**src/rtl/s_skid_reg.sv**
```systemverilog
// -----------------------------------------------------------------------------
// s_skid_reg
//
// Purpose:
//   Two-entry valid/ready skid register. It registers the upstream ready so
//   that no combinational path runs from ordy back to irdy, while still
//   sustaining one word per clock. The main register drives odat/ovld. The
//   skid register catches the one word that can arrive in the cycle where the
//   consumer stalls.
//
// Parameters:
//   SIZE     data width in bits
//   RST_VAL  reset value of odat and of the internal skid word
//
// Ports:
//   clk       in   1     clock, all state updates on posedge
//   rst       in   1     synchronous reset, active-high
//   ivld      in   1     upstream word valid
//   irdy      out  1     upstream ready (transfer on ivld & irdy)
//   idat      in   SIZE  upstream data
//   ovld      out  1     downstream word valid
//   ordy      in   1     downstream ready (transfer on ovld & ordy)
//   odat      out  SIZE  downstream data
//   stat_cnt  out  32    accepted-word count (only with S_SKID_REG_STAT_EN)
//
// Configuration macro:
//   S_SKID_REG_STAT_EN  when defined, adds the stat_cnt port and its counter.
// -----------------------------------------------------------------------------
module s_skid_reg #(
  parameter int unsigned     SIZE    = 8,
  parameter logic [SIZE-1:0] RST_VAL = {SIZE{1'b0}}
) (
  input  logic            clk,
  input  logic            rst,
  input  logic            ivld,
  output logic            irdy,
  input  logic [SIZE-1:0] idat,
  output logic            ovld,
  input  logic            ordy,
  output logic [SIZE-1:0] odat
`ifdef S_SKID_REG_STAT_EN
  ,
  output logic [31:0]     stat_cnt
`endif
);

  // The state encoding is {main_vld, skid_vld}. The skid register can only
  // hold a word while main also holds one, so 2'b01 never occurs.
  typedef enum logic [1:0] {
    EMPTY = 2'b00,
    ONE   = 2'b10,
    FULL  = 2'b11
  } state_t;

  state_t          state;
  state_t          state_nxt;
  logic [SIZE-1:0] skid;
  logic            main_vld;
  logic            skid_vld;
  logic            in_fire;
  logic            out_fire;
  logic            load_main_in;
  logic            load_main_skid;
  logic            load_skid;

  assign main_vld = state[1];
  assign skid_vld = state[0];

  // Ready comes only from the flops and rst. It never depends on ordy or
  // ivld, so there is no combinational path through this block.
  assign irdy     = ~skid_vld & ~rst;
  assign ovld     = main_vld;
  assign in_fire  = ivld & irdy;
  assign out_fire = main_vld & ordy;

  // Next-state and register-load decode. The defaults keep the occupancy and
  // hold both data registers. Each branch then names the single move that the
  // handshakes call for in that state.
  always_comb begin
    state_nxt      = state;
    load_main_in   = 1'b0;
    load_main_skid = 1'b0;
    load_skid      = 1'b0;
    unique case (state)
      EMPTY: begin
        if (in_fire) begin
          load_main_in = 1'b1;
          state_nxt    = ONE;
        end
      end
      ONE: begin
        if (in_fire && out_fire) begin
          load_main_in = 1'b1;
        end else if (in_fire) begin
          load_skid = 1'b1;
          state_nxt = FULL;
        end else if (out_fire) begin
          state_nxt = EMPTY;
        end
      end
      FULL: begin
        // In FULL, irdy is low. The parked word moves into main as soon as
        // the consumer takes the current main word.
        if (ordy) begin
          load_main_skid = 1'b1;
          state_nxt      = ONE;
        end
      end
      default: begin
        state_nxt = EMPTY;
      end
    endcase
  end

  // State and data registers. Reset discards any words held in the block.
  // While ovld is low, odat keeps its last value; consumers qualify it with
  // ovld.
  always_ff @(posedge clk) begin
    if (rst) begin
      state <= EMPTY;
      odat  <= RST_VAL;
      skid  <= RST_VAL;
    end else begin
      state <= state_nxt;
      if (load_main_in) begin
        odat <= idat;
      end else if (load_main_skid) begin
        odat <= skid;
      end
      if (load_skid) begin
        skid <= idat;
      end
    end
  end

`ifdef S_SKID_REG_STAT_EN
  // Accepted-word counter. It increments on every upstream handshake and
  // wraps naturally at 32 bits.
  always_ff @(posedge clk) begin
    if (rst) begin
      stat_cnt <= 32'd0;
    end else if (in_fire) begin
      stat_cnt <= stat_cnt + 32'd1;
    end
  end
`else
  // Statistics are disabled in this build: no counter and no stat_cnt port.
  // The datapath is unchanged.
`endif

endmodule

```
**config.mk**
```make
export PLATFORM = sky130hd
export DESIGN_NAME = s_skid_reg
export DESIGN_NICKNAME = d
export VERILOG_FILES = /design/src/rtl/s_skid_reg.sv
export SDC_FILE = /design/constraint.sdc
export NUM_CORES = 1
export LEC_CHECK = 0
export BUFFER_PORTS_ARGS = -buffer_cell sky130_fd_sc_hd__buf_2
export CORE_ASPECT_RATIO = 1.4
export CORE_MARGIN = 2
export CORE_UTILIZATION = 39
export DETAILED_ROUTE_END_ITERATION = 6
export PLACE_DENSITY = 0.67
export SYNTH_ARGS = -nofsm -noshare
export SYNTH_HDL_FRONTEND = slang
export SYNTH_SLANG_ARGS = --single-unit
```
**constraint.sdc**
```tcl
create_clock -name clk -period 3.1 [get_ports clk]
set_clock_uncertainty 0.05 [all_clocks]
set_input_delay 0.155 -clock clk [delete_from_list [all_inputs] [get_ports clk]]
set_output_delay 0.155 -clock clk [all_outputs]
set_load 0.05 [all_outputs]
```
==> summary.md, run 1 <==
| Metric | Value |
|---|---|
| Remaining Overflow, GRT | `0` |
| Clock-pin slew on the worst setup and hold paths | `0.11 ns` |
| Initial antenna violation count | `0` |
| Die height | `59.6 um` |
| Hold Path Depth | `3` |
| CTS tree | `built` |
| Worst-case hold slack | `0.0497 ns` |
| Sw power | `0.320 mW` |
| Vias in the first global route | `791` |
| Sequential share of power | `39.6%` |
| Worst-Skew Late Latency | `0.29 ns` |
| Drt drc | `0` |
| Die Wd | `43.7 um` |
| Clock network fraction of total power | `19.4%` |
| Diodes inserted | `0` |
| Critical path startpoint category | `register` |
| Synth Instances | `99` |
| IO Pins | `22` |
| Worst-Margin Slew | `0.609 ns` |
| Synthesized cell area | `862 um2` |
| PostCTS Resize Cnt | `0` |
| Vias/cell | `5.68` |
| Distinct cells, synth | `20` |
| Number of synthesized flops with an enable pin | `0` |
| Initial DRT Pass Iterations | `4` |
| Drt total wl | `1.94 mm` |
| VDD IR-drop max | `0.378 mV` |
| Cts bufs inserted | `3` |
| Arr. time, crit path | `2.17 ns` |
| Met2 Usage GRT | `27.9%` |
| GRT met3 Usage | `2.13%` |
| Met1 Usage GRT | `20.3%` |
| Status | `complete, no violations` |
| Hold Buf Count CTS | `0` |
| Combinational fraction of design power | `41.0%` |
| Post-CTS Setup Inserts | `0` |
| First DRT Iteration DRCs | `13` |
| Pint | `0.438 mW` |
| Crit path max fanout | `16` |
| Initial Util | `40.5%` |
| Syn nets | `115` |
| Switching Fraction | `42.3%` |
| Top FF cell, synth | `dfxtp_1` |
| Row count | `20` |
| Critical path required time | `3.25 ns` |
| FMAX | `0.495 GHz` |
| Leak | `0.485 nW` |
| Setup TNS | `0 ns` |
| Global-route wire length before repair | `3.35 mm` |
| CTS root buffer | `clkbuf_4` |
| PwrDens | `750 nW/um2` |
| Detailed Place HPWL | `1.40 mm` |
| CP Class | `reg -> reg` |
| Final min period | `2.02 ns` |
| Share of layout cells above drive strength 1 | `23.5%` |
| Endpoints failing hold | `0` |
| RSZ-0062 raised after global routing | `false` |
| Die area | `2610 um2` |
| Worst r2r path cells | `6` |
| Overall Power | `0.758 mW` |
| Dpl ws | `1.12 ns` |
| Final period util | `65.2%` |
| Maxcap violations | `0` |
| Synth Warn # | `0` |
| Port Buffer Count | `21` |
| CTS Sinks | `18` |
| Worst Setup Slack, final | `1.08 ns` |
| Post-DRT Antenna Nets | `0` |
| CTS max path bufs | `2` |
| Max Transition Viols Final | `0` |
| Core Area | `2130 um2` |
| Hold Path Class | `in -> reg` |
| RD Place Congestion | `0.774` |
| Overall Global Routing Usage | `17.1%` |
| Drt wl/cell | `13.7 um` |
| Crit end category | `register` |
| Slew HR | `59.3%` |
| Fin nets | `136` |
| Final Core Density | `47.5%` |
| Reg2reg setup slack | `1.08 ns` |
| Final setup vio count | `0` |
| Vias | `801` |
| H-tree depth | `1` |
| Fill cells | `207` |
| Area Overhead vs Synth | `17.3%` |
| Largest net degree at the start of global routing | `23` |
| Sequential area share after synthesis | `41.8%` |
| Post-synth ARST share | `0%` |
| Mean post-synth cell area | `8.71 um2` |
| #FFs+latches synth | `18` |
| Most Crowded Layer GR | `met2` |
## flip-flops by register name (all words and copies together) (netlist names)
| signal | flops |
|---|---|
| odat | 8 |
| skid | 8 |
| state | 2 |
## cell usage after synthesis, types with 2 or more instances
library cell / n / area [um2]
nand2_1: 13 / 48.8
nand2b_1: 3 / 18.8
inv_1: 2 / 7.51
dfxtp_1: 18 / 360
nor2_1: 18 / 67.6
mux2i_1: 10 / 100
ha_1: 4 / 50.1
nand3_1: 10 / 50.1
a311oi_1: 8 / 70.1
clkbuf_1: 2 / 7.51
buf_1: 2 / 7.51
## cell usage in the layout, fill, tap and decap left out, types with 2 or more instances in the layout
master and instances:
nor2_1 18, nand2b_1 3, nand3_1 10, inv_1 2, a311oi_1 8, mux2i_1 10, buf_2 21, dfxtp_1 18
nand2_1 13, clkbuf_4 3, ha_1 4
## critical path, cell delays in order (launching register included)
cell and delay, ns:
dfxtp_1 0.46, inv_1 0.12, ha_1 0.26, a31o_2 0.27
nand3_1 0.40, nor2_1 0.09, a311oi_1 0.28
## metrics by stage
step / cells / instance area [um2]
CTS: 141 / 1010
floorplan: 99 / 862
detailed placement: 137 / 975
finish: 141 / 1010
global route: 141 / 1010
global placement: 137 / 975
## cell type report
cell class	instances	area [um2]	share of cell area, %
Clock buffer	4	36.3	3.59
Inverter	2	7.51	0.743
Multi-Input combinational cell	74	474	46.9
Sequential cell	18	360	35.6
Tap cell	22	27.5	2.72
Timing Repair Buffer	21	105	10.4
## logic make-up (layout without fill, tap and decap cells)
kind of cell	Yosys count	in the layout	share of synthesized area (%)
AO/OA/AOI/OAI	12	12	11.5
adder cells (fa/ha/maj)	4	4	5.81
buffers and inverters	7	27	3.19
flip-flops	18	18	41.8
multiplexers	11	11	13.4
AND/OR/NAND/NOR	47	47	24.4
## layer usage
layer / part of all wire [%] / wire [um]
met1: 43 / 842
met2: 49 / 948
met3: 5.0 / 96
met4: 2.5 / 48
met5: 0 / 0
## power by group through the flow
stage / Clock, mW / Sequential, mW / Combinational, mW
2_1_floorplan: 0 / 0.406 / 0.137
3_3_place_gp: 0 / 0.304 / 0.301
3_5_place_dp: 0 / 0.305 / 0.311
4_1_cts: 0.148 / 0.300 / 0.312
5_1_grt: 0.161 / 0.306 / 0.339
6_report: 0.147 / 0.300 / 0.311
## worst paths after layout
path	startpoint	end
setup / recovery	state[0]	odat[6]
hold reg to reg	odat[7]	odat[7]
hold / removal	idat[4]	skid[4]
setup reg to reg	state[0]	odat[6]
No activity file was read; power rests on OpenSTA's default activity.
==> inputs of run 2 (changes only) <==
Settings changed: PLACE_DENSITY 0.67 to 0.69.
Clock period 3.1 ns to 1.8 ns, I/O delays scaled along.
==> run 2 against run 1 <==
Cell area grew 12%. Clock-buffer cell count is the same. Critical endpoint is now odat[3]. First-iteration DRC count is 46% higher. Core utilization rose by 5.8 points. Flip-flop and latch count unchanged. Power up 78%. Combinational power up 89%. Clock power up 67%. Highest routed layer unchanged. Die area unchanged. Hold slack got worse by 0.041 ns.
==> summary.md, run 2 (synthesized netlist as in run 1, its figures left out) <==
| Metric | Value |
|---|---|
| Dpl ws | `0.147 ns (-0.977 ns)` |
| Setup TNS | `0 ns (unchanged)` |
| Most common cell after layout, fill and taps aside | `buf_2` |
| Combinational fraction of design power | `43.5% (+2.5 points)` |
| Critical path required time | `1.95 ns (-1.30 ns)` |
| Initial Util | `40.5% (unchanged)` |
| CTS tree | `built` |
| VDD IR-drop max | `0.538 mV (+42%)` |
| Final min period | `1.68 ns (-0.344 ns)` |
| Endpoints failing hold | `0 (unchanged)` |
| Die Wd | `43.7 um (unchanged)` |
| Critical path startpoint category | `register` |
| Post-CTS Setup Inserts | `0 (unchanged)` |
| Initial DRT Pass Iterations | `4 (unchanged)` |
| Drt drc | `0 (unchanged)` |
| CP Class | `reg -> reg` |
| Hold Path Class | `in -> reg` |
| Clock-pin slew on the worst setup and hold paths | `0.10 ns (about the same)` |
| Remaining Overflow, GRT | `0 (unchanged)` |
| Overall Power | `1.35 mW (+78%)` |
| Regs by FF count | `odat x8, skid x8, state x2` |
| Area Overhead vs Synth | `31.5%` |
| Maxcap violations | `0 (unchanged)` |
| Max Transition Viols Final | `0 (unchanged)` |
| Drt total wl | `1.98 mm (+2.2%)` |
| Pint | `0.800 mW (+83%)` |
| Cts bufs inserted | `3 (unchanged)` |
| Row count | `20 (unchanged)` |
| Post-DRT Antenna Nets | `0 (unchanged)` |
| Vias | `839 (+4.7%)` |
| Initial antenna violation count | `0 (unchanged)` |
| Crit end category | `register` |
| Final Core Density | `53.3% (+5.8 points)` |
| Status | `complete, no violations` |
| Die height | `59.6 um (unchanged)` |
| Design area | `1130 um2 (+12%)` |
| Sequential share of power | `38.4% (-1.2 points)` |
| Placed insts | `142 (+3.6%)` |
| Global-route wire length before repair | `3.13 mm (-6.8%)` |
| Final setup vio count | `0 (unchanged)` |
| CTS max path bufs | `2 (unchanged)` |
| Sw power | `0.550 mW (+72%)` |
| H-tree depth | `1 (unchanged)` |
| Clock network fraction of total power | `18.1% (-1.3 points)` |
| CTS Sinks | `18 (unchanged)` |
| Vias in the first global route | `763 (-3.5%)` |
| Most frequent cells in the layout | `buf_2 (21), nor2_1 (17), dfxtp_1 (17), nand2_1 (13)` |
| Drt wl/cell | `13.0 um (-5.2%)` |
| Leak | `0.541 nW (+12%)` |
| Layout Cells excl Fill | `152 (+7.8%)` |
| Core Area | `2130 um2 (unchanged)` |
| Worst Setup Slack, final | `0.122 ns (-0.956 ns)` |
| Fin nets | `147 (+8.1%)` |
| Diodes inserted | `0 (unchanged)` |
| First DRT Iteration DRCs | `19 (+6)` |
| RD Place Congestion | `0.866 (+12%)` |
| PwrDens | `1190 nW/um2 (+59%)` |
| Crit path max fanout | `16 (unchanged)` |
| Worst-case hold slack | `0.00872 ns (-0.0410 ns)` |
| IO Pins | `22 (unchanged)` |
| Final period util | `93.2% (+28 points)` |
| Placed Area | `1030 um2 (+5.8%)` |
| RSZ-0062 raised after global routing | `false` |
| FMAX | `0.596 GHz (+21%)` |
| Arr. time, crit path | `1.83 ns (-0.34 ns)` |
| Detailed Place HPWL | `1.42 mm (+1.0%)` |
| Slew HR | `79.7% (+20 points)` |
| Largest net degree at the start of global routing | `22 (-4.3%)` |
| Port Buffer Count | `21 (unchanged)` |
| Worst-Margin Slew | `0.304 ns (-0.305 ns)` |
| Die area | `2610 um2 (unchanged)` |
| Vias/cell | `5.52 (-2.8%)` |
| Switching Fraction | `40.8% (-1.5 points)` |
| Overall Global Routing Usage | `16.3% (-0.79 points)` |
| CTS root buffer | `clkbuf_4` |
| Worst-Skew Late Latency | `0.29 ns (about the same)` |
| Share of layout cells above drive strength 1 | `27.7% (+4.2 points)` |
==> run 2: timing repair <==
item                                    in CTS  in global routing
resized for setup                            0                  1
hold buffers                                 6                  0
endpoints found under the setup margin       0                  1
hold endpoints to repair                     6                  0
==> run 2: layer usage <==
| layer | GRT usage, % | part of all wire (%) |
|---|---|---|
| met3 | 2.13 | 5.6 |
| met5 | 0 | 0 |
| met1 | 17.9 | 44 |
| met4 | 14.3 | 2.4 |
| met2 | 26.7 | 48 |
==> run 2: path summary, 6_finish.rpt <==
| check | depth (start not counted) | end | start | slack [ns] |
|---|---|---|---|---|
| worst min-delay path | 3 | skid[7] | idat[7] | 0.009 |
| worst max register to register | 7 | odat[3] | state[0] | 0.12 |
| worst max-delay path | 7 | odat[3] | state[0] | 0.12 |
| worst min register to register | 2 | odat[1] | odat[1] | 0.44 |
==> run 2: power by group through the flow <==
stage               Combinational, mW  Clock (mW)  Sequential (mW)
floorplan                       0.236           0            0.705
global placement                0.561           0            0.524
detailed placement              0.571           0            0.528
CTS                             0.584       0.256            0.518
global route                    0.630       0.268            0.529
finish                          0.587       0.245            0.519
==> run 2: critical path, stage by stage, from the launching register on <==
cell	delay [ns]
dfxtp_1	0.37
inv_1	0.08
ha_1	0.25
a31o_2	0.26
nand3_1	0.12
buf_12	0.16
nor2_1	0.05
a311oi_2	0.25
==> run 2: cell type report <==
cell class                 count  area (um2)
fill                         195         993
multi-input combinational     74         483
sequential                    18         364
timing repair buffer          32         215
clock buffer                   4        36.3
tap                           22        27.5
inverter                       2        7.51
